==> config.mk <==
export PLATFORM = sky130hd
export DESIGN_NAME = ahb_arbiter
export DESIGN_NICKNAME = d
export VERILOG_FILES = /design/src/rtl/ahb_arbiter.sv
export SDC_FILE = /design/constraint.sdc
export NUM_CORES = 1
export LEC_CHECK = 0
export ABC_AREA = 1
export CAP_MARGIN = 30
export CORE_MARGIN = 3
export CORE_UTILIZATION = 50
export DETAILED_ROUTE_END_ITERATION = 16
export HOLD_SLACK_MARGIN = 0.08
export PLACE_DENSITY = 0.84
export SKIP_CTS_REPAIR_TIMING = 1
export SYNTH_ARGS = -nofsm -noshare
export SYNTH_HDL_FRONTEND = slang
export SYNTH_SLANG_ARGS = --single-unit
==> constraint.sdc <==
create_clock -name clk -period 1.6 [get_ports clk]
set_input_delay 0.16 -clock clk [delete_from_list [all_inputs] [get_ports clk]]
set_output_delay 0.16 -clock clk [all_outputs]
set_load 0.02 [all_outputs]
==> src/rtl/ahb_arbiter.sv <==
// ahb_arbiter: round-robin AHB bus arbiter for NUM_MASTERS requesters.
// Ownership moves only at legal AHB boundaries. These are single transfers,
// IDLE cycles, the last beat of a fixed-length burst, or the early end of a
// burst. Fixed-length bursts are never split between masters.
// Optional build macro: AHB_ARB_LOCK_EN adds the `lock` input (muxed
// HMASTLOCK). While lock is high at an arbitration point, the current owner
// keeps the bus.
module ahb_arbiter #(
  parameter int NUM_MASTERS    = 4,
  parameter int DEFAULT_MASTER = 0,
  parameter int ID_W           = (NUM_MASTERS > 2) ? $clog2(NUM_MASTERS) : 1
) (
  input  logic                   clk,
  input  logic                   rstn,
  input  logic [NUM_MASTERS-1:0] req,
  input  logic [1:0]             trans,
  input  logic [2:0]             burst,
  input  logic                   ready,
`ifdef AHB_ARB_LOCK_EN
  input  logic                   lock,
`endif
  output logic [NUM_MASTERS-1:0] grant,
  output logic [ID_W-1:0]        master_id,
  output logic [ID_W-1:0]        data_master_id,
  output logic                   burst_active
);

  // HTRANS encodings
  localparam logic [1:0] TR_IDLE   = 2'd0;
  localparam logic [1:0] TR_BUSY   = 2'd1;
  localparam logic [1:0] TR_NONSEQ = 2'd2;
  localparam logic [1:0] TR_SEQ    = 2'd3;

  // HBURST encodings that matter here; 2..7 are the fixed-length bursts
  localparam logic [2:0] BU_SINGLE = 3'd0;
  localparam logic [2:0] BU_INCR   = 3'd1;

  typedef enum logic [1:0] {
    S_OPEN  = 2'd0,
    S_BURST = 2'd1,
    S_INCR  = 2'd2
  } state_t;

  state_t                 r_state;
  logic [3:0]             r_beat_cnt;
  logic [NUM_MASTERS-1:0] r_grant;
  logic [ID_W-1:0]        r_master_id;
  logic [ID_W-1:0]        r_data_master_id;

  state_t                 w_next_state;
  logic [3:0]             w_next_cnt;
  logic                   w_arb;
  logic                   w_open_eval;
  logic                   w_found;
  logic [ID_W-1:0]        w_winner;
  logic [ID_W-1:0]        w_idx;
  logic                   w_lock;
  logic [NUM_MASTERS-1:0] w_winner_onehot;

`ifdef AHB_ARB_LOCK_EN
  assign w_lock = lock;
`else
  assign w_lock = 1'b0;
`endif

  // Number of SEQ beats that follow the NONSEQ of a fixed-length burst.
  function automatic logic [3:0] seq_beats(input logic [2:0] b);
    logic [3:0] n;
    case (b[2:1])
      2'b01:   n = 4'd3;   // WRAP4 / INCR4
      2'b10:   n = 4'd7;   // WRAP8 / INCR8
      2'b11:   n = 4'd15;  // WRAP16 / INCR16
      default: n = 4'd0;
    endcase
    return n;
  endfunction

  // Round-robin search: start one past the owner, wrap, owner checked last
  always_comb begin
    w_found  = 1'b0;
    w_winner = r_master_id;
    w_idx    = r_master_id;
    for (int i = 1; i <= NUM_MASTERS; i++) begin
      w_idx = ID_W'((int'(r_master_id) + i) % NUM_MASTERS);
      if (!w_found && req[w_idx]) begin
        w_found  = 1'b1;
        w_winner = w_idx;
      end
    end
  end

  // One-hot grant vector for the search winner
  always_comb begin
    w_winner_onehot           = '0;
    w_winner_onehot[w_winner] = 1'b1;
  end

  // Next-state decision: burst tracking and detection of arbitration points
  always_comb begin
    w_next_state = r_state;
    w_next_cnt   = r_beat_cnt;
    w_arb        = 1'b0;
    w_open_eval  = 1'b0;

    case (r_state)
      S_OPEN: begin
        w_open_eval = 1'b1;
      end
      S_BURST: begin
        if (trans == TR_SEQ) begin
          w_next_cnt = r_beat_cnt - 4'd1;
          if (r_beat_cnt == 4'd1) begin
            // last beat address accepted: hand over for the next address phase
            w_arb        = 1'b1;
            w_next_state = S_OPEN;
          end
        end else if (trans != TR_BUSY) begin
          // IDLE or NONSEQ inside a fixed burst means early termination
          w_open_eval = 1'b1;
        end
      end
      S_INCR: begin
        if (trans == TR_IDLE || trans == TR_NONSEQ) begin
          w_open_eval = 1'b1;
        end
      end
      default: begin
        w_next_state = S_OPEN;
        w_next_cnt   = '0;
      end
    endcase

    if (w_open_eval) begin
      w_next_state = S_OPEN;
      w_next_cnt   = '0;
      if (trans == TR_NONSEQ) begin
        if (burst == BU_SINGLE) begin
          w_arb = 1'b1;
        end else if (burst == BU_INCR) begin
          w_next_state = S_INCR;
        end else begin
          w_next_state = S_BURST;
          w_next_cnt   = seq_beats(burst);
        end
      end else if (trans == TR_IDLE) begin
        w_arb = 1'b1;
      end
      // BUSY/SEQ with no burst open is illegal: hold the current grant
    end
  end

  // Arbiter state and registered outputs; everything holds while ready is low
  always_ff @(posedge clk) begin
    if (!rstn) begin
      r_state          <= S_OPEN;
      r_beat_cnt       <= '0;
      r_grant          <= NUM_MASTERS'(1) << DEFAULT_MASTER;
      r_master_id      <= ID_W'(DEFAULT_MASTER);
      r_data_master_id <= ID_W'(DEFAULT_MASTER);
    end else if (ready) begin
      r_state          <= w_next_state;
      r_beat_cnt       <= w_next_cnt;
      r_data_master_id <= r_master_id;
      if (w_arb && !w_lock && w_found) begin
        r_grant     <= w_winner_onehot;
        r_master_id <= w_winner;
      end
    end
  end

  assign grant          = r_grant;
  assign master_id      = r_master_id;
  assign data_master_id = r_data_master_id;
  assign burst_active   = (r_state != S_OPEN);

endmodule

; ---- Word-level counts from Yosys, hierarchy flattened
; Index checks and enable logic that the tools add are counted.
[word_totals]
word_cells = 89
reg_bits = 14
out_inout_bits = 9
input_bits = 12
[op_classes]
reduce_logical = 17
addsub = 5
n_eq_ne = 13
order_cmp = 6
n_mux = 43
[op_table]
columns = op, n
row1 = $mux W2, 10
row2 = $mux W4, 5
row3 = $mux W1, 19
row4 = $lt A2 B3 Y1 const B, 5
row5 = $pmux W4 S3, 1
row6 = $eq A2 B2 Y1 const B, 5
row7 = $bmux W1 S2, 4
row8 = $pmux W4 S2, 1
row9 = $ne A3 B3 Y1 const B, 2
row10 = $logic_and A1 B1 Y1, 5
row11 = $add A2 B1 Y2 const B, 2
row12 = $add A2 B2 Y2 const B, 2
row13 = $eq A2 B1 Y1 const B, 2
row14 = $eq A4 B1 Y1 const B, 1
row15 = $logic_not A2 Y1, 2
row16 = $ne A2 B1 Y1 const B, 2
row17 = $pmux W2 S2, 1
row18 = $reduce_and A4 Y1, 1
row19 = $sub A4 B1 Y4 const B, 1
row20 = $eq A3 B1 Y1 const B, 1
row21 = $logic_not A1 Y1, 3
row22 = $logic_not A3 Y1, 1
row23 = $pmux W1 S3, 1
row24 = $reduce_and A3 Y1, 1
row25 = other kinds (6), 6

; ---- Depth between registers and ports, before layout
[depth]
depth_word = 17
mapped_depth = 13
ltp_nobuf = 12

; ---- Worst setup path before layout
; Ideal clock, no wire load.
[synth_timing]
kind = register to register
startpoint = register r_master_id[1] (netlist: master_id[1])
endpoint = register r_grant[1] (netlist: grant[1])
stages_incl_launch_ff = 12
setup_ns = 0.125
t_arrival_ns = 1.417
synth_period_minus_slack_ns = 1.542
path_buffers = 1
path_slack_ns = 0.058
path_cell_list = dfxtp_1 > buf_4 > inv_4 > nand2_2 > nand2_4 > nand2_4 > nand2_4 > or2_1 > nand3_2 > nand2_2 > nor2_2 > nor3_1
[synth_between]
elab_chain_cells = 17
[synth_lines]
columns = item, line
row1 = "start, declared", 47  ; logic [ID_W-1:0] r_master_id;
row2 = "start signal, assigned", 158  ; r_master_id <= ID_W'(DEFAULT_MASTER);
row3 = "start signal, assigned", 166  ; r_master_id <= w_winner;
row4 = $add A2 B1 Y2, 84  ; w_idx = ID_W'((int'(r_master_id) + i) % NUM_MASTERS);
row5 = $bmux W1 S2, 85  ; if (!w_found && req[w_idx]) begin
row6 = $mux W1 (implied by the code), 85
row7 = $mux W1, 85
row8 = $logic_not A1 Y1, 85
row9 = $logic_and A1 B1 Y1, 85
row10 = $mux W1, 85
row11 = $logic_not A1 Y1, 85
row12 = $logic_and A1 B1 Y1, 85
row13 = $mux W1, 85
row14 = $logic_not A1 Y1, 85
row15 = $logic_and A1 B1 Y1, 85
row16 = $mux W2, 85
row17 = $lt A2 B3 Y1 (implied by the code) or $ge A2 B1 Y1 (tied branches), 95  ; w_winner_onehot[w_winner] = 1'b1;
row18 = $logic_and A1 B1 Y1 (implied by the code), 95
row19 = $mux W1 (implied by the code), 95
row20 = $demux W1 S2, 95
row21 = "end signal, assigned", 157  ; r_grant <= NUM_MASTERS'(1) << DEFAULT_MASTER;
row22 = "end signal, assigned", 165  ; r_grant <= w_winner_onehot;
row23 = "end, declared", 46  ; logic [NUM_MASTERS-1:0] r_grant;
; Parallel ways exist; a longest one is shown, timed or not. The select of a mux whose other input is x is not followed.
; A chain may end at the register's enable or synchronous reset.

; ---- Final worst setup path
[layout_timing]
startpoint = register r_master_id[0] (netlist: master_id[0])
endpoint = register r_grant[2] (netlist: grant[2])
; Same word-level chain as after synthesis.

==> metrics.txt <==
Clk Latency, worst-skew pair 0.27 ns; n_diodes 0; clock root cell clkbuf_4; slew margin rel. 79.44%; Clk pin slew, worst setup/hold paths 0.08 ns; initial core utilization 55.74%; Final period util 97.73%; Setup-failing EPs final 0; Worst path slowest cell dfxtp_4; area grow syn2layout 35.51%; row cnt 15; chip height 51.05 um; post-route setup TNS 0 ns; min-delay worst type reg2reg; IR drop worst, VDD 590.6 uV; Nets 200; net count after synthesis 166; post-route ant nets 0; clock buffer depth 2; pre-CTS worst setup slack -0.1422 ns; vias in the first global route 1029; CP startpoint master_id[0]; CP endpoint grant[2]; CTS Buf Count 3; Clock Skews 0.001036 ns; power share of the clock group 19.9%; Boundary Pins 21; crit-path cells buf_12 -> nand2_1 -> nand2_2 -> nand2_4 -> nand2_4 -> nor2_4 -> nand3_1 -> nand2_1 -> nand4_1 -> a21oi_1; Synth top area share 27.62%; LEAKAGE 0.6429 nW; DRC viols 0; Pint 0.0006297 W; drt via density 5.301; layout cells sized above 1 26.09%; reg2reg path depth 10; largest net degree at the start of global routing 10; top achievable clock speed 0.6395 GHz; pwr dens 721.4 mW/mm^2; Die W 51.05 um; Detailed Place HPWL 2024 um; Routed WL 2683 um; worst stage delay on the critical path 0.37 ns; global-route wire length before repair 4209 um; Slew @ Worst Pin 0.3085 ns; area of the core 0.001821 sq mm; initial antenna violation count 0; Fill cells 139; minimum clock period 1.564 ns; RSZ-0062 raised after global routing true; crit path launch type register; Tot Pwr 0.0009920 W; top cells by area, synth dfxtp_1 (28%), nand2_1 (12%), a21oi_1 (9.4%); Comb pwr share 40.1%; first-iteration detailed-routing DRC count 31; post-synthesis cell count 152; # port buffers 20; Crit. End Element register; synthesized area 0.001015 sq mm; CTS tree built; syn_area_per_cell 6.676 sq um; type of the worst setup path reg2reg; setup slack, reg-to-reg 0.04 ns; Fin Hold WS 0.4665 ns; Yosys cell types 30; global-route usage over all layers 20.43%; net load switching power 0.0003622 W; YS warnings 0; gpl congestion 0.8575; drt first pass iters 4; Seq/Total Area, Yosys 27.62%; Slew Viols, Final 0; crit path DAT 1.78 ns; Total Die Area 0.002606 sq mm; Switching Share 36.52%; crit-path max FO 6; FF-to-FF Start master_id[0]; Max Cap Viol 0; worst r2r dst grant[2]; clk sinks 14; post-route setup slack 0.03637 ns; via count 1108; CP Data Required Time 1.81 ns; post-synthesis register bit count 14; outcome finished, final reports clean; gr ovfl total 0; Reg power frac 40.1%; post-DR wirelength/cell 12.84 um; H-tree depth 1; Fin. Hold Viols 0; area leader, netlist dfxtp_1
-- sequential cells by signal (all words and copies together) (netlist names) --
register,cells
data_master_id,2
r_state,2
grant,4
r_beat_cnt,4
master_id,2
-- how the worst min path moves through the flow --
stage | cells after the start | start | slack [ns] | to
6_report | 2 | grant[2] | 0.47 | grant[2]
5_1_grt | 2 | grant[3] | 0.51 | grant[3]
4_1_cts | 2 | grant[2] | 0.47 | grant[2]
3_3_place_gp | 2 | grant[2] | 0.45 | grant[2]
2_1_floorplan | 1 | ready | 0.25 | data_master_id[1]
3_5_place_dp | 2 | grant[2] | 0.46 | grant[2]
-- cells by family (layout without fill, tap and decap cells) --
| logic type | Yosys count | in the layout | share of synthesized area, % |
|---|---|---|---|
| flip-flops | 14 | 14 | 27.62 |
| XOR/XNOR | 1 | 1 | 0.8633 |
| buffers and inverters | 20 | 52 | 8.755 |
| AO/OA/AOI/OAI | 38 | 38 | 20.35 |
| AND/OR/NAND/NOR | 77 | 77 | 39.95 |
| adder cells (fa/ha/maj) | 2 | 2 | 2.466 |
-- layout by cell type (no fill, tap or decap), types with 2 or more instances in the layout --
master	count
buf_4	10
nand3_1	7
inv_4	2
nor2_1	11
clkdlybuf4s50_1	18
ha_1	2
a21oi_2	3
nand2_2	12
o21ai_1	3
inv_2	2
inv_1	13
dlymetal6s2s_1	2
dfxtp_1	12
a21oi_1	17
clkbuf_4	3
nand2_4	4
nand4_1	2
o21ai_0	11
nand3_2	4
nand2_1	31
-- layout make-up --
cell class                      instances  area, sq um  share of cell area, %
Clock buffer                            3        22.52                  1.638
Inverter                               17        68.82                  5.005
Multi-Input combinational cell        118        655.6                  47.68
Sequential cell                        14        285.3                  20.75
Tap cell                               25        31.28                  2.275
Timing Repair Buffer                   32        311.5                  22.66
-- Yosys cell counts --
library cell / count
nand2_1: 32
a21oi_1: 19
dfxtp_1: 14
inv_1: 14
nand2_2: 11
nor2_1: 11
o21ai_0: 11
nand3_1: 7
nand2_4: 4
nand3_2: 4
o21ai_1: 3
ha_1: 2
inv_2: 2
nand4_1: 2
a21boi_2: 1
a21oi_2: 1
a31oi_1: 1
buf_4: 1
buf_6: 1
clkbuf_1: 1
inv_4: 1
nor2_2: 1
nor2_4: 1
nor3_1: 1
nor3b_1: 1
o21a_1: 1
o21bai_1: 1
or2_1: 1
or2_2: 1
xor2_1: 1
-- critical path: cells and delay by family (launching register included) --
kind	cells	cell delay, ns
AOI/OAI and AO/OA	1	0.14
buffers and inverters	1	0.13
and+or+nand+nor	8	0.88
DFF	1	0.37
-- per-stage QoR --
stage	util, %	instances	instance area, sq um
3_3_place_gp	72.44	205	1319
4_1_cts	73.68	208	1341
3_5_place_dp	72.44	205	1319
6_report	75.53	209	1375
2_1_floorplan	-	152	1015
5_1_grt	75.53	209	1375
-- power groups by stage --
stage          Combinational [W]  Sequential [W]  Clock (W)
2_1_floorplan           0.000235        0.000412          0
3_3_place_gp            0.000366        0.000401          0
3_5_place_dp            0.000378        0.000403          0
4_1_cts                 0.000380        0.000395   0.000196
5_1_grt                 0.000437        0.000401   0.000210
6_report                0.000398        0.000397   0.000197
-- metal layers --
metal	vias to the layer above	part of all wire (%)	global-route usage (%)
li1	565	-	-
met2	26	51	39.27
met3	9	4.1	2.915
met5	-	0	0
met4	0	2.2	6.278
met1	508	42	22.64
No activity file was read; power rests on OpenSTA's default activity.
